[src/rtl/bsg_circular_ptr_rd_tracker_pkg.sv]
// Shared types and width helpers for the circular read-pointer tracker.
package bsg_circular_ptr_rd_tracker_pkg;

    typedef enum logic [1:0] {
        e_ok,
        e_underflow,
        e_overflow
    } err_cause_e;

    // Pointer width that never collapses to zero bits for a single-slot buffer.
    function automatic int safe_clog2(input int x);
        return (x <= 1) ? 1 : $clog2(x);
    endfunction

    function automatic int cnt_width(input int slots);
        return $clog2(slots + 1);
    endfunction

endpackage

[src/rtl/bsg_circular_ptr_rd_tracker_if.sv]
// Add/sub request and pointer/flag status bundle for the read tracker.
interface bsg_circular_ptr_rd_tracker_if
    import bsg_circular_ptr_rd_tracker_pkg::*;
#(
    parameter int slots_p   = 5,
    parameter int max_add_p = 2,
    parameter int max_sub_p = 2
);
    localparam int ptr_width_lp = safe_clog2(slots_p);
    localparam int cnt_width_lp = cnt_width(slots_p);
    localparam int add_width_lp = $clog2(max_add_p + 1);
    localparam int sub_width_lp = $clog2(max_sub_p + 1);

    logic [add_width_lp-1:0] add_i;
    logic [sub_width_lp-1:0] sub_i;
    logic [ptr_width_lp-1:0] wr_ptr_o;
    logic [ptr_width_lp-1:0] rd_ptr_o;
    logic [ptr_width_lp-1:0] rd_ptr_n_o;
    logic [cnt_width_lp-1:0] count_o;
    logic [sub_width_lp-1:0] avail_o;
    logic                    empty_o;
    logic                    full_o;
    logic                    err_o;

    modport master (
        output add_i, sub_i,
        input  wr_ptr_o, rd_ptr_o, rd_ptr_n_o, count_o, avail_o, empty_o, full_o, err_o
    );

    modport slave (
        input  add_i, sub_i,
        output wr_ptr_o, rd_ptr_o, rd_ptr_n_o, count_o, avail_o, empty_o, full_o, err_o
    );

endinterface

[src/rtl/bsg_circular_ptr_arst.sv]
// Circular pointer modulo slots_p with async active-low reset; n_o is the
// value the pointer takes at the next edge.
module bsg_circular_ptr_arst
    import bsg_circular_ptr_rd_tracker_pkg::*;
#(
    parameter  int slots_p      = 5,
    parameter  int max_add_p    = 2,
    localparam int ptr_width_lp = safe_clog2(slots_p),
    localparam int add_width_lp = $clog2(max_add_p + 1)
) (
    input  logic                    clk_i,
    input  logic                    reset_n_i,
    input  logic [add_width_lp-1:0] add_i,
    output logic [ptr_width_lp-1:0] o,
    output logic [ptr_width_lp-1:0] n_o
);

    if (slots_p == 1) begin : g_single
        logic unused;
        assign unused = ^{add_i, clk_i, reset_n_i};
        assign o      = '0;
        assign n_o    = '0;
    end else begin : g_multi
        logic [ptr_width_lp-1:0] ptr_r;

        if ((slots_p & (slots_p - 1)) == 0) begin : g_pow2
            assign n_o = ptr_r + ptr_width_lp'(add_i);
        end else begin : g_npow2
            // ptr + n and ptr + n - slots in parallel; the sign bit of the
            // difference picks the wrapped or unwrapped result.
            logic [ptr_width_lp:0] sum;
            logic [ptr_width_lp:0] diff;
            assign sum  = {1'b0, ptr_r} + (ptr_width_lp + 1)'(add_i);
            assign diff = sum - (ptr_width_lp + 1)'(slots_p);
            assign n_o  = diff[ptr_width_lp] ? sum[ptr_width_lp-1:0]
                                             : diff[ptr_width_lp-1:0];
        end

        always_ff @(posedge clk_i or negedge reset_n_i) begin
            if (!reset_n_i) ptr_r <= '0;
            else            ptr_r <= n_o;
        end

        assign o = ptr_r;
    end

endmodule

[src/rtl/bsg_circular_ptr_rd_tracker.sv]
// Read/write pointer and occupancy tracker for a multi-enqueue/dequeue
// circular buffer. Define BSG_CIRCULAR_PTR_RD_TRACKER_CHECK_EN for checking.
module bsg_circular_ptr_rd_tracker
    import bsg_circular_ptr_rd_tracker_pkg::*;
#(
    parameter  int slots_p      = 5,
    parameter  int max_add_p    = 2,
    parameter  int max_sub_p    = 2,
    localparam int ptr_width_lp = safe_clog2(slots_p),
    localparam int cnt_width_lp = cnt_width(slots_p),
    localparam int add_width_lp = $clog2(max_add_p + 1),
    localparam int sub_width_lp = $clog2(max_sub_p + 1)
) (
    input logic                         clk_i,
    input logic                         reset_n_i,
    bsg_circular_ptr_rd_tracker_if.slave trk
);

    logic [add_width_lp-1:0] add_eff;
    logic [sub_width_lp-1:0] sub_eff;
    logic [cnt_width_lp-1:0] count_r;
    logic [cnt_width_lp-1:0] count_n;

`ifdef BSG_CIRCULAR_PTR_RD_TRACKER_CHECK_EN
    // One extra bit so count + add cannot wrap before the overflow compare.
    localparam int chk_width_lp = cnt_width_lp + 1;

    logic       underflow;
    logic       overflow;
    logic       illegal;
    logic       err_r;
    err_cause_e cause;

    always_comb begin
        underflow = chk_width_lp'(trk.sub_i) > chk_width_lp'(count_r);
        overflow  = (chk_width_lp'(count_r) + chk_width_lp'(trk.add_i))
                  > (chk_width_lp'(slots_p) + chk_width_lp'(trk.sub_i));
        illegal   = underflow | overflow;
        add_eff   = illegal ? '0 : trk.add_i;
        sub_eff   = illegal ? '0 : trk.sub_i;
        cause     = underflow ? e_underflow : (overflow ? e_overflow : e_ok);
    end

    always_ff @(posedge clk_i or negedge reset_n_i) begin
        if (!reset_n_i) err_r <= 1'b0;
        else            err_r <= err_r | illegal;
    end

    assign trk.err_o = err_r;

`ifndef SYNTHESIS
    always_ff @(posedge clk_i) begin
        if (reset_n_i && illegal)
            $error("bsg_circular_ptr_rd_tracker: %s count=%0d add=%0d sub=%0d",
                   cause.name(), count_r, trk.add_i, trk.sub_i);
    end
`endif
`else
    assign add_eff   = trk.add_i;
    assign sub_eff   = trk.sub_i;
    assign trk.err_o = 1'b0;
`endif

    bsg_circular_ptr_arst #(
        .slots_p   (slots_p),
        .max_add_p (max_add_p)
    ) wr_ptr (
        .clk_i     (clk_i),
        .reset_n_i (reset_n_i),
        .add_i     (add_eff),
        .o         (trk.wr_ptr_o),
        .n_o       ()
    );

    bsg_circular_ptr_arst #(
        .slots_p   (slots_p),
        .max_add_p (max_sub_p)
    ) rd_ptr (
        .clk_i     (clk_i),
        .reset_n_i (reset_n_i),
        .add_i     (sub_eff),
        .o         (trk.rd_ptr_o),
        .n_o       (trk.rd_ptr_n_o)
    );

    assign count_n = count_r + cnt_width_lp'(add_eff) - cnt_width_lp'(sub_eff);

    always_ff @(posedge clk_i or negedge reset_n_i) begin
        if (!reset_n_i) count_r <= '0;
        else            count_r <= count_n;
    end

    // Flags decode the registered count only: no same-cycle write bypass.
    assign trk.count_o = count_r;
    assign trk.empty_o = (count_r == '0);
    assign trk.full_o  = (count_r == cnt_width_lp'(slots_p));
    assign trk.avail_o = (count_r > cnt_width_lp'(max_sub_p)) ? sub_width_lp'(max_sub_p)
                                                               : sub_width_lp'(count_r);

endmodule

[src/flat_wrapper.sv]
// flat-port wrapper written by rule: the top's interface ports become plain ports
module bsg_circular_ptr_rd_tracker_flat import bsg_circular_ptr_rd_tracker_pkg::*;
#(
    parameter  int slots_p      = 5,
    parameter  int max_add_p    = 2,
    parameter  int max_sub_p    = 2,
    localparam int ptr_width_lp = safe_clog2(slots_p),
    localparam int cnt_width_lp = cnt_width(slots_p),
    localparam int add_width_lp = $clog2(max_add_p + 1),
    localparam int sub_width_lp = $clog2(max_sub_p + 1)
)
  (clk_i, reset_n_i, trk_add_i, trk_sub_i, trk_wr_ptr_o, trk_rd_ptr_o, trk_rd_ptr_n_o, trk_count_o, trk_avail_o, trk_empty_o, trk_full_o, trk_err_o);
  bsg_circular_ptr_rd_tracker_if #(.slots_p(slots_p), .max_add_p(max_add_p), .max_sub_p(max_sub_p)) trk_i ();
  input logic clk_i;
  input logic reset_n_i;
  input wire logic [$bits(trk_i.add_i)-1:0] trk_add_i;
  input wire logic [$bits(trk_i.sub_i)-1:0] trk_sub_i;
  output wire logic [$bits(trk_i.wr_ptr_o)-1:0] trk_wr_ptr_o;
  output wire logic [$bits(trk_i.rd_ptr_o)-1:0] trk_rd_ptr_o;
  output wire logic [$bits(trk_i.rd_ptr_n_o)-1:0] trk_rd_ptr_n_o;
  output wire logic [$bits(trk_i.count_o)-1:0] trk_count_o;
  output wire logic [$bits(trk_i.avail_o)-1:0] trk_avail_o;
  output wire logic [$bits(trk_i.empty_o)-1:0] trk_empty_o;
  output wire logic [$bits(trk_i.full_o)-1:0] trk_full_o;
  output wire logic [$bits(trk_i.err_o)-1:0] trk_err_o;
  assign trk_i.add_i = trk_add_i;
  assign trk_i.sub_i = trk_sub_i;
  assign trk_wr_ptr_o = trk_i.wr_ptr_o;
  assign trk_rd_ptr_o = trk_i.rd_ptr_o;
  assign trk_rd_ptr_n_o = trk_i.rd_ptr_n_o;
  assign trk_count_o = trk_i.count_o;
  assign trk_avail_o = trk_i.avail_o;
  assign trk_empty_o = trk_i.empty_o;
  assign trk_full_o = trk_i.full_o;
  assign trk_err_o = trk_i.err_o;
  bsg_circular_ptr_rd_tracker #(.slots_p(slots_p), .max_add_p(max_add_p), .max_sub_p(max_sub_p)) u_core (.clk_i(clk_i), .reset_n_i(reset_n_i), .trk(trk_i));
endmodule
[config.mk]
export PLATFORM = sky130hd
export DESIGN_NAME = bsg_circular_ptr_rd_tracker_flat
export DESIGN_NICKNAME = d
export VERILOG_FILES = /design/src/rtl/bsg_circular_ptr_rd_tracker_pkg.sv /design/src/rtl/bsg_circular_ptr_rd_tracker_if.sv /design/src/rtl/bsg_circular_ptr_arst.sv /design/src/rtl/bsg_circular_ptr_rd_tracker.sv /design/src/flat_wrapper.sv
export SDC_FILE = /design/constraint.sdc
export NUM_CORES = 1
export LEC_CHECK = 0
export CORE_MARGIN = 10
export CORE_UTILIZATION = 44
export DETAILED_ROUTE_END_ITERATION = 7
export GPL_ROUTABILITY_DRIVEN = 0
export PLACE_DENSITY = 0.79
export RECOVER_POWER = 50
export SLEW_MARGIN = 15
export SYNTH_ARGS = -nofsm -noshare
export SYNTH_HDL_FRONTEND = slang
export SYNTH_HIERARCHICAL = 1
export SYNTH_SLANG_ARGS = --single-unit
[constraint.sdc]
create_clock -name clk_i -period 4.4 [get_ports clk_i]
set_input_delay 0.88 -clock clk_i [delete_from_list [all_inputs] [get_ports clk_i]]
set_output_delay 0.88 -clock clk_i [all_outputs]
set_load 0.02 [all_outputs]
==> impl_results.md, run 1 <==
- Syn Nets: 100
- Hold path start: u_core/trk.count_o[2]
- RSZ-0062 raised after global routing: false
- Final WL: 1.99 mm
- Fillers: 154
- IO Port Bufs: 21
- Row Count: 15
- Dpl hpwl: 1.54 mm
- YS warnings: 6
- Remaining antenna violation count after routing: 0
- CORE AREA: 0.00175 mm²
- Fin. Hold Viols: 0
- Critical path fanouts, max: 5
- Non-Filler Instances: 133
- Setup ws final: 0.127 ns
- Fin Setup TNS: 0 ns
- CP Data Required Time: 3.52 ns
- Yosys cell types: 28
- Clock buffer depth: 2
- Dpl ws: 0.0663 ns
- IO Count: 23
- CTS tree: done
- Status: complete, no violations
- Cts repair resizes: 0
- Number of global-route vias before repair: 729
- Cells after Synth: 82
- Max Cap Violations: 0
- Setup Viol. Count Final: 0
- Remaining Overflow, GRT: 0
- Sequential area share after synthesis: 27.6%
- Worst r2r src: u_core/wr_ptr/o[0]
- Worst setup path startpoint: trk_sub_i[0]
- Sink Count: 9
- Routed vias/inst: 5.38
- Drt initial violations: 11
- Total number of vias: 716
- Number of buffers created by CTS: 3
- Register Area: 225 µm²
- Post-Syn Area: 815 µm²
- Worst min path class: register to register
- Drt wl/cell: 15.0 µm
- Syn avg cell area: 9.93 µm²
- CP Class: input port to primary output
- Total Power: 1.03 mW
- Peak Freq: 234 MHz
- Max-slew violation count: 0
- Tmin final: 4.27 ns
- Clock slew at reported path FFs: 0.07 ns
- Die height: 63.0 µm
- Clock latency on the worst-skew pair: 0.26 ns
- Largest net degree at the start of global routing: 10
- Multi-input gate area: 537 µm²
- Router iterations before antenna repair: 4
- Leakage: 0.515 nW
- Overall global routing resource usage: 10.5%
- Setup bufs post-CTS: 0
- Hold Buf Count CTS: 0
- Total Nets Final: 127
- Initial Util: 46.7%
- Min Hold Slack: 0.617 ns
- Wire length of the first global-routing pass: 3.42 mm
- Synth-to-layout area growth: 34.3%
- PD cells: 941 mW/mm²
- Tcrit/Tclk final: 97.1%
- Cells after DPL: 129
- Antenna violations before repair: 0
- N_diodes: 0
- Seq cells post-synth: 9
- H-tree levels: 1
- DRC viols: 0
- Worst Skew: 0.000537 ns
- Full die area: 0.00397 mm²
- VDD IR max: 0.407 mV
- Worst Path Arrival: 3.39 ns
- Startpoint types: input port
- Horiz. Die Dim: 63.0 µm
- Root Buffer: clkbuf_4
- Critical Path End Type: primary output
- Share of cells above drive strength 1: 13.9%
-- worst max-delay path: stages --
cell	delay (ns)
clkdlybuf4s50_1	0.44
ha_1	0.23
fa_1	0.53
buf_4	0.15
nor2b_1	0.22
xnor2_1	0.15
a31oi_1	0.10
nand2_1	0.11
clkdlybuf4s50_1	0.61
-- flip-flops by register name (all words and copies together), names as in the netlist --
| signal | cells |
|---|---|
| u_core/rd_ptr/o | 3 |
| u_core/trk.count_o | 3 |
| u_core/wr_ptr/o | 3 |
-- metal layers --
metal / up-vias / global-route usage [%] / part of all wire [%]
li1: 344 / - / -
met1: 340 / 11.9 / 44
met5: - / 0 / 0
met3: 0 / 4.66 / 9.1
met4: 0 / 3.35 / 0
met2: 32 / 17.3 / 47
-- Yosys cell counts --
master,number,area [µm²]
inv_1,12,45.0
dfrtp_1,9,225
ha_1,8,100
o21ai_0,6,30.0
a31oi_1,4,25.0
fa_1,4,80.1
nand3_1,4,20.0
a21o_2,2,17.5
a21oi_1,2,10.0
a21oi_4,2,32.5
and3_2,2,15.0
mux2i_1,2,20.0
nand2_1,2,7.51
nand2b_1,2,12.5
nand3b_1,2,15.0
nor2_2,2,12.5
nor2b_1,2,12.5
o211ai_1,2,15.0
o221a_1,2,22.5
o32ai_1,2,17.5
xnor2_1,2,17.5
and3b_1,1,8.76
buf_4,1,7.51
conb_1,1,3.75
nor3_1,1,5.00
nor3b_1,1,7.51
or2_2,1,6.26
xnor3_1,1,22.5
-- final cells by class --
| cell class | instances | area share, % |
|---|---|---|
| clock buffer | 3 | 2.06 |
| multi-input combinational | 60 | 49.1 |
| clock inverter | 1 | 0.458 |
| tap | 25 | 2.86 |
| timing repair buffer | 23 | 20.8 |
| inverter | 12 | 4.12 |
| sequential | 9 | 20.6 |
-- final timing paths --
kind	endpoint	cells after the start	slack, ns
worst min-delay path	u_core/trk.count_o[2]	1	0.62
worst min register to register	u_core/trk.count_o[2]	1	0.62
min in group asynchronous	u_core/trk.count_o[0]	1	0.97
max in group asynchronous	u_core/rd_ptr/o[2]	1	3.15
worst max register to register	u_core/wr_ptr/o[1]	8	2.26
worst max-delay path	trk_rd_ptr_n_o[0]	9	0.13
-- kinds of logic (layout without fill, tap and decap cells) --
kind of cell / Yosys count / in the layout / synth area share (%)
flops: 9 / 9 / 27.7
mux: 2 / 2 / 2.46
xor+xnor: 3 / 3 / 4.92
simple gates: 20 / 20 / 15.1
compound gates: 22 / 22 / 20.9
buf+inv: 13 / 39 / 6.45
other cells: 1 / 1 / 0.460
fa+ha+maj: 12 / 12 / 22.1
-- cell usage in the layout, fill, tap and decap left out, types with 2 or more instances in the layout --
cell / instances
a21o_2: 2
clkdlybuf4s50_1: 12
xnor2_1: 2
nand2_1: 2
nand3b_1: 2
nand2b_1: 2
o211ai_1: 2
nor2b_1: 2
o32ai_1: 2
ha_1: 8
dlygate4sd3_1: 8
nand3_1: 4
a21oi_1: 2
o21ai_0: 6
and3_2: 2
mux2i_1: 2
inv_1: 12
dfrtp_1: 9
o221a_1: 2
a21oi_4: 2
a31oi_1: 4
buf_4: 2
nor2_2: 2
fa_1: 4
clkbuf_4: 3
-- per-stage QoR --
| stage | area, µm² | utilization, % |
|---|---|---|
| after CTS | 1090 | 62.5 |
| after detailed placement | 1060 | 60.9 |
| final | 1090 | 62.7 |
| after global placement | 1060 | 60.9 |
| after global routing | 1090 | 62.7 |
| after floorplan | 815 | - |
-- power by group --
| group | total (mW) | switching [mW] | internal, mW |
|---|---|---|---|
| sequential | 0.174 | 0.0466 | 0.128 |
| clock | 0.0655 | 0.0319 | 0.0336 |
| combinational | 0.790 | 0.421 | 0.369 |
| total | 1.03 | 0.499 | 0.530 |
Power figures use the tool's default switching activity.
==> run 2, diff against run 1 <==
--- a/config.mk
+++ b/config.mk
@@ -11,6 +11,7 @@
 export GPL_ROUTABILITY_DRIVEN = 0
 export PLACE_DENSITY = 0.79
 export RECOVER_POWER = 50
+export REMOVE_ABC_BUFFERS = 1
 export SLEW_MARGIN = 15
 export SYNTH_ARGS = -nofsm -noshare
 export SYNTH_HDL_FRONTEND = slang
==> constraint.sdc (replaced) <==
create_clock -name clk_i -period 5.2 [get_ports clk_i]
set_input_delay 1.04 -clock clk_i [delete_from_list [all_inputs] [get_ports clk_i]]
set_output_delay 1.04 -clock clk_i [all_outputs]
set_load 0.02 [all_outputs]
==> impl_results.md, run 2 (synthesis results as in run 1) <==
- RSZ-0062 raised after global routing: false
- Tmin final: 4.80 ns
- Wire length of the first global-routing pass: 3.24 mm
- Commonest non-fill, non-tap cell in the layout: clkdlybuf4s50_1
- Max-slew violation count: 0
- Fillers: 155
- Sink Count: 9
- Dpl hpwl: 1.54 mm
- N_diodes: 0
- Final WL: 1.79 mm
- Cell count along the critical path: 10
- Multi-input gate area: 537 µm²
- VDD IR max: 0.379 mV
- CORE AREA: 0.00175 mm²
- Share of cells above drive strength 1: 12.3%
- Total number of vias: 673
- Synth-to-layout area growth: 32.1%
- Peak Freq: 208 MHz
- Most frequent cells in the layout: clkdlybuf4s50_1, inv_1, dfrtp_1
- Drt wl/cell: 13.7 µm
- Uppermost layer routed: met3
- Critical path fanouts, max: 6
- Full die area: 0.00397 mm²
- PD cells: 790 mW/mm²
- Critical Path Sink: trk_rd_ptr_n_o[1]
- Max incr delay on CP: 0.61 ns
- Startpoint types: input port
- Total Nets Final: 125
- Drt initial violations: 14
- Largest net degree at the start of global routing: 10
- Register Area: 225 µm²
- Max Cap Violations: 0
- CP max-delay cell: clkdlybuf4s50_1
- Fin. Hold Viols: 0
- Critical Path End Type: primary output
- Horiz. Die Dim: 63.0 µm
- Number of global-route vias before repair: 668
- H-tree levels: 1
- Clock buffer depth: 2
- Clock latency on the worst-skew pair: 0.26 ns
- Worst r2r src: u_core/wr_ptr/o[0]
- Routed vias/inst: 5.14
- CP Data Required Time: 4.16 ns
- CTS tree: done
- Row Count: 15
- Metal2 WL: 827 µm
- Remaining Overflow, GRT: 0
- Root Buffer: clkbuf_4
- Setup bufs post-CTS: 0
- Initial Util: 46.7%
- Worst min path class: register to register
- Leakage: 0.496 nW
- Reg2Reg Setup Slack: 3.06 ns
- Worst r2r dst: u_core/wr_ptr/o[1]
- Worst Skew: 0.00393 ns
- Hold path start: u_core/trk.count_o[2]
- IO Count: 23
- CP Class: input port to primary output
- Hold Buf Count CTS: 0
- Min Hold Slack: 0.609 ns
- Buffers and inverters on the worst path: 4
- Wire length on met1: 862 µm
- Worst Path Arrival: 3.76 ns
- DRC viols: 0
- CP Cell Sequence: clkdlybuf4s50_1, ha_1, fa_1, inv_1, ha_1, inv_1, a31oi_1, a21o_2, nand3_1, clkdlybuf4s50_1
- Tcrit/Tclk final: 92.3%
- Die height: 63.0 µm
- Fin Setup TNS: 0 ns
- WL met3: 99 µm
- Worst setup path startpoint: trk_sub_i[0]
- Router iterations before antenna repair: 4
- Cts repair resizes: 0
- Clock slew at reported path FFs: 0.06 ns
- Status: complete, no violations
- IO Port Bufs: 21
- Antenna violations before repair: 0
- Worst Reg-to-Reg Cells: 8
- Remaining antenna violation count after routing: 0
- Crit path max-delay family: buffers and inverters
- Overall global routing resource usage: 9.58%
- Setup Viol. Count Final: 0
- Number of buffers created by CTS: 3
-- run 2: how the worst min path moves through the flow --
stage,endpoint,slack [ns],depth (start not counted)
5_1_grt,u_core/trk.count_o[2],0.65,1
6_report,u_core/trk.count_o[2],0.61,1
4_1_cts,u_core/trk.count_o[2],0.62,1
2_1_floorplan,u_core/trk.count_o[2],0.69,1
3_3_place_gp,u_core/trk.count_o[2],0.59,1
3_5_place_dp,u_core/trk.count_o[2],0.61,1
-- run 2: final cells by class --
class | instances | share of cell area [%]
Multi-Input combinational cell | 60 | 49.9
Timing Repair Buffer | 21 | 19.5
Sequential cell | 9 | 20.9
Tap cell | 25 | 2.91
Inverter | 12 | 4.19
Clock buffer | 3 | 2.09
Clock inverter | 1 | 0.465
-- run 2: report_power, final --
group	switching [mW]	internal, mW	total [mW]
sequential	0.0389	0.108	0.147
combinational	0.345	0.305	0.650
clock	0.0245	0.0283	0.0529
-- run 2: stage by stage --
stage	power (mW)	worst slack, ns	util [%]	area [µm²]	cells
2_1_floorplan	0.583	1.50	-	807	81
3_3_place_gp	0.793	0.480	60.1	1050	127
3_5_place_dp	0.814	0.400	60.1	1050	127
4_1_cts	0.871	0.387	61.6	1080	131
5_1_grt	0.939	0.214	61.6	1080	131
6_report	0.850	0.401	61.6	1080	131
-- run 2: routing by layer --
metal,global-route usage [%],vias up
met5,0,-
li1,-,343
met4,1.68,0
met2,14.5,18
met3,3.23,0
met1,12.9,312
==> run 3, diff against run 2 <==
--- a/config.mk
+++ b/config.mk
@@ -12,8 +12,7 @@
 export PLACE_DENSITY = 0.79
 export RECOVER_POWER = 50
 export REMOVE_ABC_BUFFERS = 1
-export SLEW_MARGIN = 15
+export SLEW_MARGIN = 20
 export SYNTH_ARGS = -nofsm -noshare
 export SYNTH_HDL_FRONTEND = slang
-export SYNTH_HIERARCHICAL = 1
 export SYNTH_SLANG_ARGS = --single-unit
==> impl_results.md, run 3 <==
- Critical path fanouts, max: 6
- Peak Freq: 206 MHz
- CORE AREA: 0.00171 mm²
- Sink Count: 9
- Cells after Synth: 83
- Final WL: 1.70 mm
- Synth area leader: dfrtp_1
- Most frequent cells in the layout: clkdlybuf4s50_1, inv_1, dfrtp_1
- Share of cells above drive strength 1: 9.35%
- Clock buffer depth: 2
- Drt wl/cell: 12.9 µm
- H-tree levels: 1
- Dpl hpwl: 1.42 mm
- Synth-to-layout area growth: 33.1%
- Largest cells by area after synthesis: dfrtp_1, ha_1, fa_1
- Failing checks: design-rule violations
- IO Count: 23
- Critical Path End Type: primary output
- CP Cell Sequence: clkdlybuf4s50_1, ha_1, fa_1, inv_1, ha_1, inv_1, a31oi_1, a21oi_1, or3b_1, clkdlybuf4s50_1
- Tcrit/Tclk final: 93.3%
- Most numerous cell in the Yosys netlist: inv_1
- Cts repair resizes: 0
- Max-slew violation count: 0
- Number of buffers created by CTS: 3
- Psw: 395 µW
- Initial Util: 46.2%
- Leakage: 0.493 nW
- Worst min path class: register to register
- CP Data Required Time: 4.16 ns
- Routed vias/inst: 5.11
- Number of synthesized flops with an enable pin: 0
- Setup bufs post-CTS: 0
- Dpl ws: 0.348 ns
- Reg2Reg Setup Slack: 2.90 ns
- Startpoint types: input port
- Share of total power in sequential cells: 17.4%
- Post-synth top area share: 28.5%
- Clk pwr share: 6.5%
- Buffers and inverters on the worst path: 4
- CP Class: input port to primary output
- Sequential area share after synthesis: 28.5%
- Worst Skew: 0.0123 ns
- Setup ws final: 0.351 ns
- IO Port Bufs: 21
- Fin Setup TNS: 0 ns
- Ys flop type: dfrtp_1
- Tmin final: 4.85 ns
- Cell Int Power: 427 µW
- Hold Path Cell Cnt: 1
- Switch share: 48.0%
- Router iterations before antenna repair: 7
- PD cells: 781 mW/mm²
- Largest net degree at the start of global routing: 10
- Number of global-route vias before repair: 679
- CTS tree: done
- Setup Viol. Count Final: 0
- RSZ-0062 raised after global routing: false
- Hold path start: u_core.trk.count_o[2]
- Seq cells post-synth: 9
- Worst setup path startpoint: trk_sub_i[0]
- Die height: 62.4 µm
- Horiz. Die Dim: 62.4 µm
- Fillers: 139
- Remaining Overflow, GRT: 0
- CP max-delay cell: fa_1
- Worst r2r src: u_core.rd_ptr.o[0]
- YS warnings: 0
- N_diodes: 0
- Worst Path Arrival: 3.81 ns
- Antenna violations before repair: 0
- DRC viols: 1
- Fin. Hold Viols: 0
- Combinational share of power: 76.1%
- Max incr delay on CP: 0.59 ns
- Overall global routing resource usage: 8.87%
- Post-Syn Area: 790 µm²
- Root Buffer: clkbuf_4
- Wire length of the first global-routing pass: 2.99 mm
- Clock slew at reported path FFs: 0.07 ns
- VDD IR max: 0.386 mV
- Hold Buf Count CTS: 0
- Worst Hold Path EP: u_core.trk.count_o[2]
- Drt initial violations: 18
- Syn avg cell area: 9.51 µm²
- Asr flop ratio synth: 100%
- Full die area: 0.00389 mm²
- Total number of vias: 675
- Yosys cell types: 28
- Synth cell count leaders: inv_1, dfrtp_1, ha_1
- Max Cap Violations: 0
- Worst Reg-to-Reg Cells: 8
- Total Nets Final: 126
- Clock latency on the worst-skew pair: 0.26 ns
- Worst r2r dst: u_core.rd_ptr.o[1]
- Commonest non-fill, non-tap cell in the layout: clkdlybuf4s50_1
- Row Count: 15
- Remaining antenna violation count after routing: 0
- Crit path max-delay family: adder cells
- Status: complete, but fails checks
## run 3: worst max path at each step
| stage | slack, ns | endpoint | cells past startpoint |
|---|---|---|---|
| after floorplan | 1.33 | trk_rd_ptr_n_o[1] | 8 |
| after CTS | 0.33 | trk_rd_ptr_n_o[1] | 10 |
| after detailed placement | 0.35 | trk_rd_ptr_n_o[1] | 10 |
| final | 0.35 | trk_rd_ptr_n_o[1] | 10 |
| after global routing | 0.21 | trk_rd_ptr_n_o[1] | 10 |
| after global placement | 0.38 | trk_rd_ptr_n_o[1] | 10 |
## run 3: per-stage QoR
step	utilization (%)	power (mW)	hold slack [ns]	area (µm²)	cells
after global routing	61.5	0.902	0.563	1050	132
after CTS	61.5	0.840	0.515	1050	132
final	61.5	0.821	0.504	1050	132
after detailed placement	59.9	0.784	0.503	1020	128
after global placement	59.9	0.776	0.498	1020	128
after floorplan	-	0.565	0.605	782	82
## run 3: cells by family (layout without fill, tap and decap cells)
logic type                 count (synthesis)  count (layout)  share of synthesized area (%)
AOI/OAI and AO/OA                         22              22                           20.0
xor gates and xnor gates                   4               4                           4.44
adders and majority gates                 12              12                           22.8
buffers and inverters                     13              37                           6.66
DFF                                        9               9                           28.5
muxes                                      2               2                           2.54
other                                      1               1                          0.475
and+or+nand+nor                           20              20                           14.6
## run 3: cell type report
| cell class | count | area [µm²] | area share, % |
|---|---|---|---|
| clock buffers | 3 | 22.5 | 2.14 |
| clock inverters | 1 | 5.00 | 0.476 |
| inverters | 12 | 45.0 | 4.29 |
| multi-input cells | 61 | 512 | 48.7 |
| flip-flops and latches | 9 | 225 | 21.4 |
| well taps | 25 | 31.3 | 2.98 |
| repair buffers | 21 | 210 | 20.0 |
## run 3: layer usage
| layer | wire length [µm] | global-route usage (%) | vias up |
|---|---|---|---|
| met4 | 0 | 0.838 | 0 |
| met5 | 0 | 0 | - |
| met3 | 138 | 4.12 | 0 |
| met2 | 787 | 14.1 | 24 |
| li1 | - | - | 341 |
| met1 | 773 | 11.0 | 310 |
## run 3: power groups by stage
stage | clock network [mW] | registers, mW | logic [mW]
after global routing | 0.0593 | 0.151 | 0.692
after CTS | 0.0543 | 0.145 | 0.641
after global placement | 0 | 0.144 | 0.631
after floorplan | 0 | 0.181 | 0.383
after detailed placement | 0 | 0.146 | 0.638
final | 0.0536 | 0.143 | 0.625
